### src/rtl/can_frame_tail_sequencer.sv
// CAN frame tail sequencer: CRC delimiter, ACK slot, ACK delimiter, EOF and
// intermission. Clocked by the bit sample point SP.
// Optional IFS overload detection is enabled by defining the
// CAN_TAIL_OVERLOAD_DETECT_EN macro. Without it, Overload_Req is tied low.
module can_frame_tail_sequencer #(
    parameter int unsigned EOF_BITS = 7,
    parameter int unsigned IFS_BITS = 3
) (
    input  logic SP,
    input  logic reset,
    input  logic RX,
    input  logic CRC_Done,
    output logic EOF_Flag,
    output logic Form_Error,
    output logic ACK_Missing,
    output logic Frame_Done,
    output logic Bus_Idle,
    output logic Overload_Req
);

    typedef enum logic [2:0] {
        StIdle,
        StCrcDel,
        StAckSlot,
        StAckDel,
        StEof,
        StIfs
    } state_e;

    localparam logic [3:0] EofLast = 4'(EOF_BITS - 1);
    localparam logic [3:0] IfsLast = 4'(IFS_BITS - 1);

    state_e     state_q, state_d;
    logic [3:0] cnt_q, cnt_d;
    logic       form_q, form_d;
    logic       ackm_q, ackm_d;
    logic       done_q, done_d;
    logic       eof_n_q, eof_n_d;
    logic       idle_q, idle_d;
    logic       ovl_d;

    // Next-state, bit counter and pulse generation.
    always_comb begin
        state_d = state_q;
        cnt_d   = cnt_q;
        form_d  = 1'b0;
        ackm_d  = 1'b0;
        done_d  = 1'b0;
        ovl_d   = 1'b0;
        unique case (state_q)
            StIdle: begin
                if (CRC_Done) state_d = StCrcDel;
            end
            StCrcDel: begin
                if (!RX) begin
                    form_d  = 1'b1;
                    state_d = StIdle;
                end else begin
                    state_d = StAckSlot;
                end
            end
            StAckSlot: begin
                // A recessive ACK slot is reported but never aborts the tail.
                ackm_d  = RX;
                state_d = StAckDel;
            end
            StAckDel: begin
                if (!RX) begin
                    form_d  = 1'b1;
                    state_d = StIdle;
                end else begin
                    state_d = StEof;
                end
            end
            StEof: begin
                // RX is deliberately not checked; EOF errors are handled downstream.
                if (cnt_q == EofLast) begin
                    done_d  = 1'b1;
                    state_d = StIfs;
                end else begin
                    cnt_d = cnt_q + 4'd1;
                end
            end
            StIfs: begin
`ifdef CAN_TAIL_OVERLOAD_DETECT_EN
                // Dominant in the first two IFS bits is an overload request;
                // later it is taken as the next frame's SOF.
                if (!RX) begin
                    ovl_d   = (cnt_q < 4'd2);
                    state_d = StIdle;
                end else if (cnt_q == IfsLast) begin
                    state_d = StIdle;
                end else begin
                    cnt_d = cnt_q + 4'd1;
                end
`else
                if (cnt_q == IfsLast) begin
                    state_d = StIdle;
                end else begin
                    cnt_d = cnt_q + 4'd1;
                end
`endif
            end
            default: state_d = StIdle;
        endcase
        if (state_d != state_q) cnt_d = '0;
        // Level outputs come from flops fed by the next state, so they are glitch-free.
        eof_n_d = (state_d != StEof);
        idle_d  = (state_d == StIdle);
    end

    // State, counter and output registers.
    always_ff @(posedge SP or negedge reset) begin
        if (!reset) begin
            state_q <= StIdle;
            cnt_q   <= '0;
            form_q  <= 1'b0;
            ackm_q  <= 1'b0;
            done_q  <= 1'b0;
            eof_n_q <= 1'b1;
            idle_q  <= 1'b1;
        end else begin
            state_q <= state_d;
            cnt_q   <= cnt_d;
            form_q  <= form_d;
            ackm_q  <= ackm_d;
            done_q  <= done_d;
            eof_n_q <= eof_n_d;
            idle_q  <= idle_d;
        end
    end

`ifdef CAN_TAIL_OVERLOAD_DETECT_EN
    logic ovl_q;

    // Overload request pulse register.
    always_ff @(posedge SP or negedge reset) begin
        if (!reset) ovl_q <= 1'b0;
        else        ovl_q <= ovl_d;
    end

    assign Overload_Req = ovl_q;
`else
    assign Overload_Req = 1'b0;
`endif

    assign EOF_Flag    = eof_n_q;
    assign Form_Error  = form_q;
    assign ACK_Missing = ackm_q;
    assign Frame_Done  = done_q;
    assign Bus_Idle    = idle_q;

endmodule

### config.mk
export PLATFORM = sky130hd
export DESIGN_NAME = can_frame_tail_sequencer
export DESIGN_NICKNAME = d
export VERILOG_FILES = /design/src/rtl/can_frame_tail_sequencer.sv
export SDC_FILE = /design/constraint.sdc
export NUM_CORES = 1
export LEC_CHECK = 0
export BUFFER_PORTS_ARGS = -buffer_cell sky130_fd_sc_hd__buf_2
export CAP_MARGIN = 5
export CORE_UTILIZATION = 50
export CTS_CLUSTER_DIAMETER = 200
export DETAILED_ROUTE_END_ITERATION = 8
export PLACE_DENSITY = 0.68
export SYNTH_ARGS = -nofsm -noshare
export SYNTH_HDL_FRONTEND = slang
export SYNTH_SLANG_ARGS = --single-unit
### constraint.sdc
create_clock -name SP -period 3.98 [get_ports SP]
set_clock_uncertainty 0.15 [all_clocks]
set_input_delay 0.796 -clock SP [delete_from_list [all_inputs] [get_ports SP]]
set_output_delay 0.796 -clock SP [all_outputs]
set_load 0.02 [all_outputs]
==> results of run 1 <==
==> routing by layer <==
metal  wire length (µm)  vias up  global-route usage
met3                 48        5              0.0349
met2                531       10               0.305
li1                   -      240                   -
met1                539      226               0.246
met5                  0        -                   0
met4                 34        0               0.134
==> power by group <==
group          total, mW  switching, mW  internal (mW)  leakage, nW
sequential         0.201         0.0447          0.157        0.157
clock              0.100         0.0443         0.0557       0.0210
combinational      0.157         0.0883         0.0684        0.152
==> cells in the final DEF, fill, tap and decap left out, types with 2 or more instances in the layout <==
master and count:
o22ai_1 2, buf_2 8, dfstp_2 2, nor3_1 4, nor4_1 2, nand2b_1 3
dfrtp_1 10, nor2b_1 2, nand2_1 5, nor2_1 6, clkbuf_4 3, inv_1 4
a21oi_1 3, ha_1 2, mux2i_1 2
==> flip-flops by register name, indices dropped and copies added, names as in the netlist <==
name and flops:
ACK_Missing 1, Bus_Idle 1, EOF_Flag 1, Form_Error 1
Frame_Done 1, cnt_q 4, state_q 3
==> cell usage after synthesis <==
| cell type | instances |
|---|---|
| conb_1 | 1 |
| a21oi_2 | 1 |
| a211o_1 | 1 |
| o211a_1 | 1 |
| buf_2 | 1 |
| mux2i_1 | 2 |
| nor3_1 | 4 |
| nand2_1 | 5 |
| o22ai_1 | 2 |
| xnor2_1 | 1 |
| or3_1 | 1 |
| ha_1 | 2 |
| nor2_1 | 6 |
| nor4_1 | 2 |
| a211oi_1 | 1 |
| nand3b_1 | 1 |
| buf_6 | 1 |
| clkbuf_1 | 1 |
| o311ai_2 | 1 |
| a21oi_1 | 3 |
| xor2_1 | 1 |
| nand2b_1 | 3 |
| o32ai_1 | 1 |
| nor4bb_1 | 1 |
| nand2b_4 | 1 |
| buf_4 | 1 |
| inv_1 | 4 |
| and3b_1 | 1 |
| dfrtp_1 | 10 |
| nor2b_1 | 2 |
| dfstp_2 | 2 |
==> cells by family (layout without fill, tap and decap cells) <==
group,Yosys count,in the layout,share of synthesized area
muxes,2,2,0.0308
AOI/OAI and AO/OA,11,11,0.135
other,1,1,0.00576
DFF,12,12,0.465
xor gates and xnor gates,2,2,0.0269
buffers and inverters,8,16,0.0654
and+or+nand+nor,27,27,0.233
adders and majority gates,2,2,0.0385
==> final timing paths <==
path | cells after the start | slack [ns] | end | start
min in group SP | 2 | 0.44 | cnt_q[3] | cnt_q[3]
worst max-delay path | 1 | 2.07 | Bus_Idle | Bus_Idle
worst min-delay path | 1 | 0.22 | Frame_Done | reset
max in group asynchronous | 1 | 3.18 | EOF_Flag | reset
worst min register to register | 2 | 0.44 | cnt_q[3] | cnt_q[3]
worst max register to register | 6 | 2.07 | cnt_q[0] | cnt_q[0]
==> worst register-to-register path: stages (launching register included) <==
cell and delay [ns]:
dfrtp_1 0.42, inv_1 0.07, ha_1 0.19, nor2b_1 0.30, a21oi_1 0.13, o311ai_2 0.41, nor2_1 0.11
==> area by class of cell <==
| class | count | area (µm²) | area share |
|---|---|---|---|
| Inverter | 4 | 15.0 | 0.0209 |
| Timing Repair Buffer | 8 | 40.0 | 0.0558 |
| Clock buffer | 4 | 36.3 | 0.0506 |
| Tap cell | 14 | 17.5 | 0.0244 |
| Multi-Input combinational cell | 45 | 305 | 0.426 |
| Sequential cell | 12 | 303 | 0.422 |
==> reports/metrics.yaml, run 1 <==
clocking:
  cts_setup_buffers: 0
  cts_made_buffers: 3
  cts_resized: 0
  insertion_delay_ns: 0.28
  cts_tree: "yes"
  clkSlewWorstSetupHoldPaths_ns: 0.08
  htree_levels: 1
  root_buffer: "clkbuf_4"
  clock_path_buffers: 2
  cts_sinks: 12
  cts_hold_buffers: 0
layout:
  fin_area_um2: 717
  syn_to_final_growth_pct: 10.2
  finalNonFillerCells: 87
  antennaDiodeCount: 0
  layout-drive-gt1-share: 0.233
  nets: 80
  finalCoreUtilization: 0.620
  fillers: 93
global_routing:
  first_global_vias: 435
  grt_overflow: 0
  grt_usage: 0.197
  antenna_found_initial: 0
  grt_pass1_wl_um: 1880
  grt_max_degree: 14
synthesis:
  ys_ff_latch: 12
  synth_top_area_frac: 0.385
  synthCells: 65
  yosys_warnings: 0
  yosysUniqueCellTypes: 31
  yosys-top-cells-area: "dfrtp_1, dfstp_2, ha_1, nor2_1, mux2i_1"
  synth_top_area_cell: "dfrtp_1"
  synth_area_um2: 651
  syn_avg_cell_area_um2: 10.0
  synthesis.nets: 71
  ys_seq_area_frac: 0.465
worst_setup_path:
  slowest_delay_ns: 0.53
  cp_slowest_cell: "dfstp_2"
  start_kind: "flip-flop"
  worstSetupPathType: "reg -> out"
  cp.arrival_ns: 0.96
  worstPathRequired_ns: 3.03
  crit_buf_inv: 1
  crit_fanout: 1
  cp_top_family: "flip-flops"
  critPathCaptureType: "primary output"
  cp_cell_sequence: "buf_2"
run_status:
  status: "complete, no violations"
sta:
  whs_ns: 0.224
  slew_violations: 0
  timing.fmax_ghz: 0.524
  setup_slack_ns: 2.07
  period_needed_ns: 1.91
  setup_viol_count_final: 0
  finalCritPeriodShare: 0.480
  timing.setup.tns_ns: 0
  grt_setup_unrepaired: "no"
  hold_violations: 0
detailed_routing:
  firstDrtPassIters: 4
  finalWirelength_um: 1150
  viasPerCell: 5.53
  final_antenna_net_count: 0
  wire_per_inst_um: 13.3
  vias: 481
  drtIter0Drc: 10
  drc_errors: 0
place:
  portBuffers: 8
  dp_hpwl_um: 808
  routabilityCongestion: 0.697
  placed_cells: 83
  place_ws_ns: 2.07
  place_area_um2: 681
die:
  dieWidth_um: 38.1
  coreArea_um2: 1160
  die_y_um: 38.1
  rows: 12
  die_area_um2: 1450
  initial_core_util: 0.563
  top_level_ports: 10
power:
  finalPower_mw: 0.458
  leakagePower_nw: 0.329
  p_per_area_nw_per_um2: 639
  vdd_drop_max_v: 0.000390
min_path:
  hold_class: "in -> async"
run:
  maxCapViolations: 0
(Power assumes the default switching activity.)
==> run 2: changes to the inputs <==
Settings changed: CORE_UTILIZATION 50 to 47, PLACE_DENSITY 0.68 to 0.67.
Clock period 3.98 ns to 1.7 ns, I/O delays scaled along.
==> run 2 against run 1 <==
Effect of this change:
- combinational power grew to 3.3 times the previous value
- register-to-register slack got worse by 2.0 ns
- non-clock buffer count increased by 9
- critical path type is now reg -> reg
==> reports/metrics.yaml, run 2 (synthesis results as in run 1) <==
worst_setup_path:
  r2r_slack_ns: 0.09
  worstPathRequired_ns: 1.73
  rr_startpoint: "cnt_q[0]"
  start_kind: "flip-flop"
  crit_fanout: 3
  cp-startpoint: "cnt_q[0]"
  cp.arrival_ns: 1.64
  r2r-end: "cnt_q[2]"
  endpoint: "cnt_q[2]"
  reg2reg_depth: 7
  worstSetupPathType: "reg -> reg"
  critPathCaptureType: "flip-flop"
die:
  initial_core_util: 0.500
  top_level_ports: 10
  die_y_um: 39.2
  dieWidth_um: 39.2
  die_area_um2: 1540
  rows: 13
  coreArea_um2: 1300
layout:
  layout-drive-gt1-share: 0.378
  antennaDiodeCount: 0
  syn_to_final_growth_pct: 25.0
  reg_top3: "cnt_q (4), state_q (3)"
  layout_common_cells: "dfrtp_1, buf_2, buf_4"
  largest_reg_flops: 4
  largest_register: "cnt_q"
  nets: 89
  fin_area_um2: 813
clocking:
  cts_made_buffers: 3
  htree_levels: 1
  clkSlewWorstSetupHoldPaths_ns: 0.09
  root_buffer: "clkbuf_4"
  clock_path_buffers: 2
  cts_sinks: 12
  insertion_delay_ns: 0.29
  cts_tree: "yes"
detailed_routing:
  finalWirelength_um: 1320
  drc_errors: 0
  wire_per_inst_um: 13.6
  vias: 548
  final_antenna_net_count: 0
  firstDrtPassIters: 5
  viasPerCell: 5.65
  drtIter0Drc: 17
global_routing:
  grt_pass1_wl_um: 2050
  grt_usage: 0.212
  first_global_vias: 473
  antenna_found_initial: 0
  grt_overflow: 0
  grt_max_degree: 14
sta:
  grt_setup_unrepaired: "yes"
  timing.fmax_ghz: 0.622
  slew_violations: 0
  hold_violations: 0
  setup_viol_count_final: 0
  finalCritPeriodShare: 0.945
  period_needed_ns: 1.61
  whs_ns: 0.0958
place:
  portBuffers: 8
  routabilityCongestion: 0.866
  dp_hpwl_um: 847
  place_area_um2: 727
power:
  vdd_drop_max_v: 0.00104
  leakagePower_nw: 0.366
  p_per_area_nw_per_um2: 1420
min_path:
  hold_class: "in -> reg"
run:
  maxCapViolations: 0
run_status:
  status: "complete, no violations"
## run 2: stage by stage
| stage | setup WS [ns] | setup TNS, ns | instances | power [mW] | util |
|---|---|---|---|---|---|
| 2_1_floorplan | 0.0181 | 0 | 65 | 0.783 | - |
| 3_3_place_gp | 0.0286 | 0 | 90 | 0.875 | 0.559 |
| 3_5_place_dp | -0.0261 | -0.0732 | 90 | 0.878 | 0.559 |
| 4_1_cts | 0.00403 | 0 | 97 | 1.13 | 0.605 |
| 5_1_grt | -0.0232 | -0.0758 | 97 | 1.23 | 0.625 |
| 6_report | 0.0929 | 0 | 97 | 1.16 | 0.625 |
## run 2: worst min-delay path by stage
stage	from	to	slack, ns	cells past startpoint
floorplan	reset	ACK_Missing	-0.11	0
global placement	reset	Form_Error	0.08	1
detailed placement	reset	Form_Error	0.09	1
CTS	RX	Form_Error	0.09	2
global route	RX	Form_Error	0.11	2
finish	RX	Form_Error	0.1	2
## run 2: final cells by class
type                    count  area, µm²
clock buffers               4       26.3
repair buffers             17        110
fillers                   119        488
flip-flops and latches     12        305
inverters                   4       15.0
well taps                  15       18.8
multi-input cells          45        338
## run 2: metal layers
layer  up-vias  routed length (µm)  GRT usage
li1        260                   -          -
met1       264                 597      0.270
met2        19                 618      0.304
met3         5                  69     0.0520
met4         0                  30      0.155
met5         -                   0          0
## run 2: power breakdown
| group | total, mW | internal [mW] | switching, mW |
|---|---|---|---|
| sequential | 0.436 | 0.370 | 0.0663 |
| combinational | 0.524 | 0.249 | 0.275 |
| clock | 0.196 | 0.0913 | 0.105 |
## run 2: worst max-delay path, cell delays in order, from the launching register on
cell and delay [ns]:
dfrtp_1 0.38, inv_1 0.06, ha_2 0.19, nor2b_4 0.19, a21oi_2 0.07, o311ai_2 0.24
buf_4 0.18, nor2_1 0.04
## run 2: what timing repair did
| item | in CTS | in global routing |
|---|---|---|
| hold buffers | 1 | 0 |
| cloned | 0 | 0 |
| setup buffers | 2 | 0 |
| endpoints found under the hold margin | 10 | 0 |
| pin swaps | 1 | 3 |
| gates resized for setup | 2 | 7 |
| endpoints found under the setup margin | 4 | 6 |
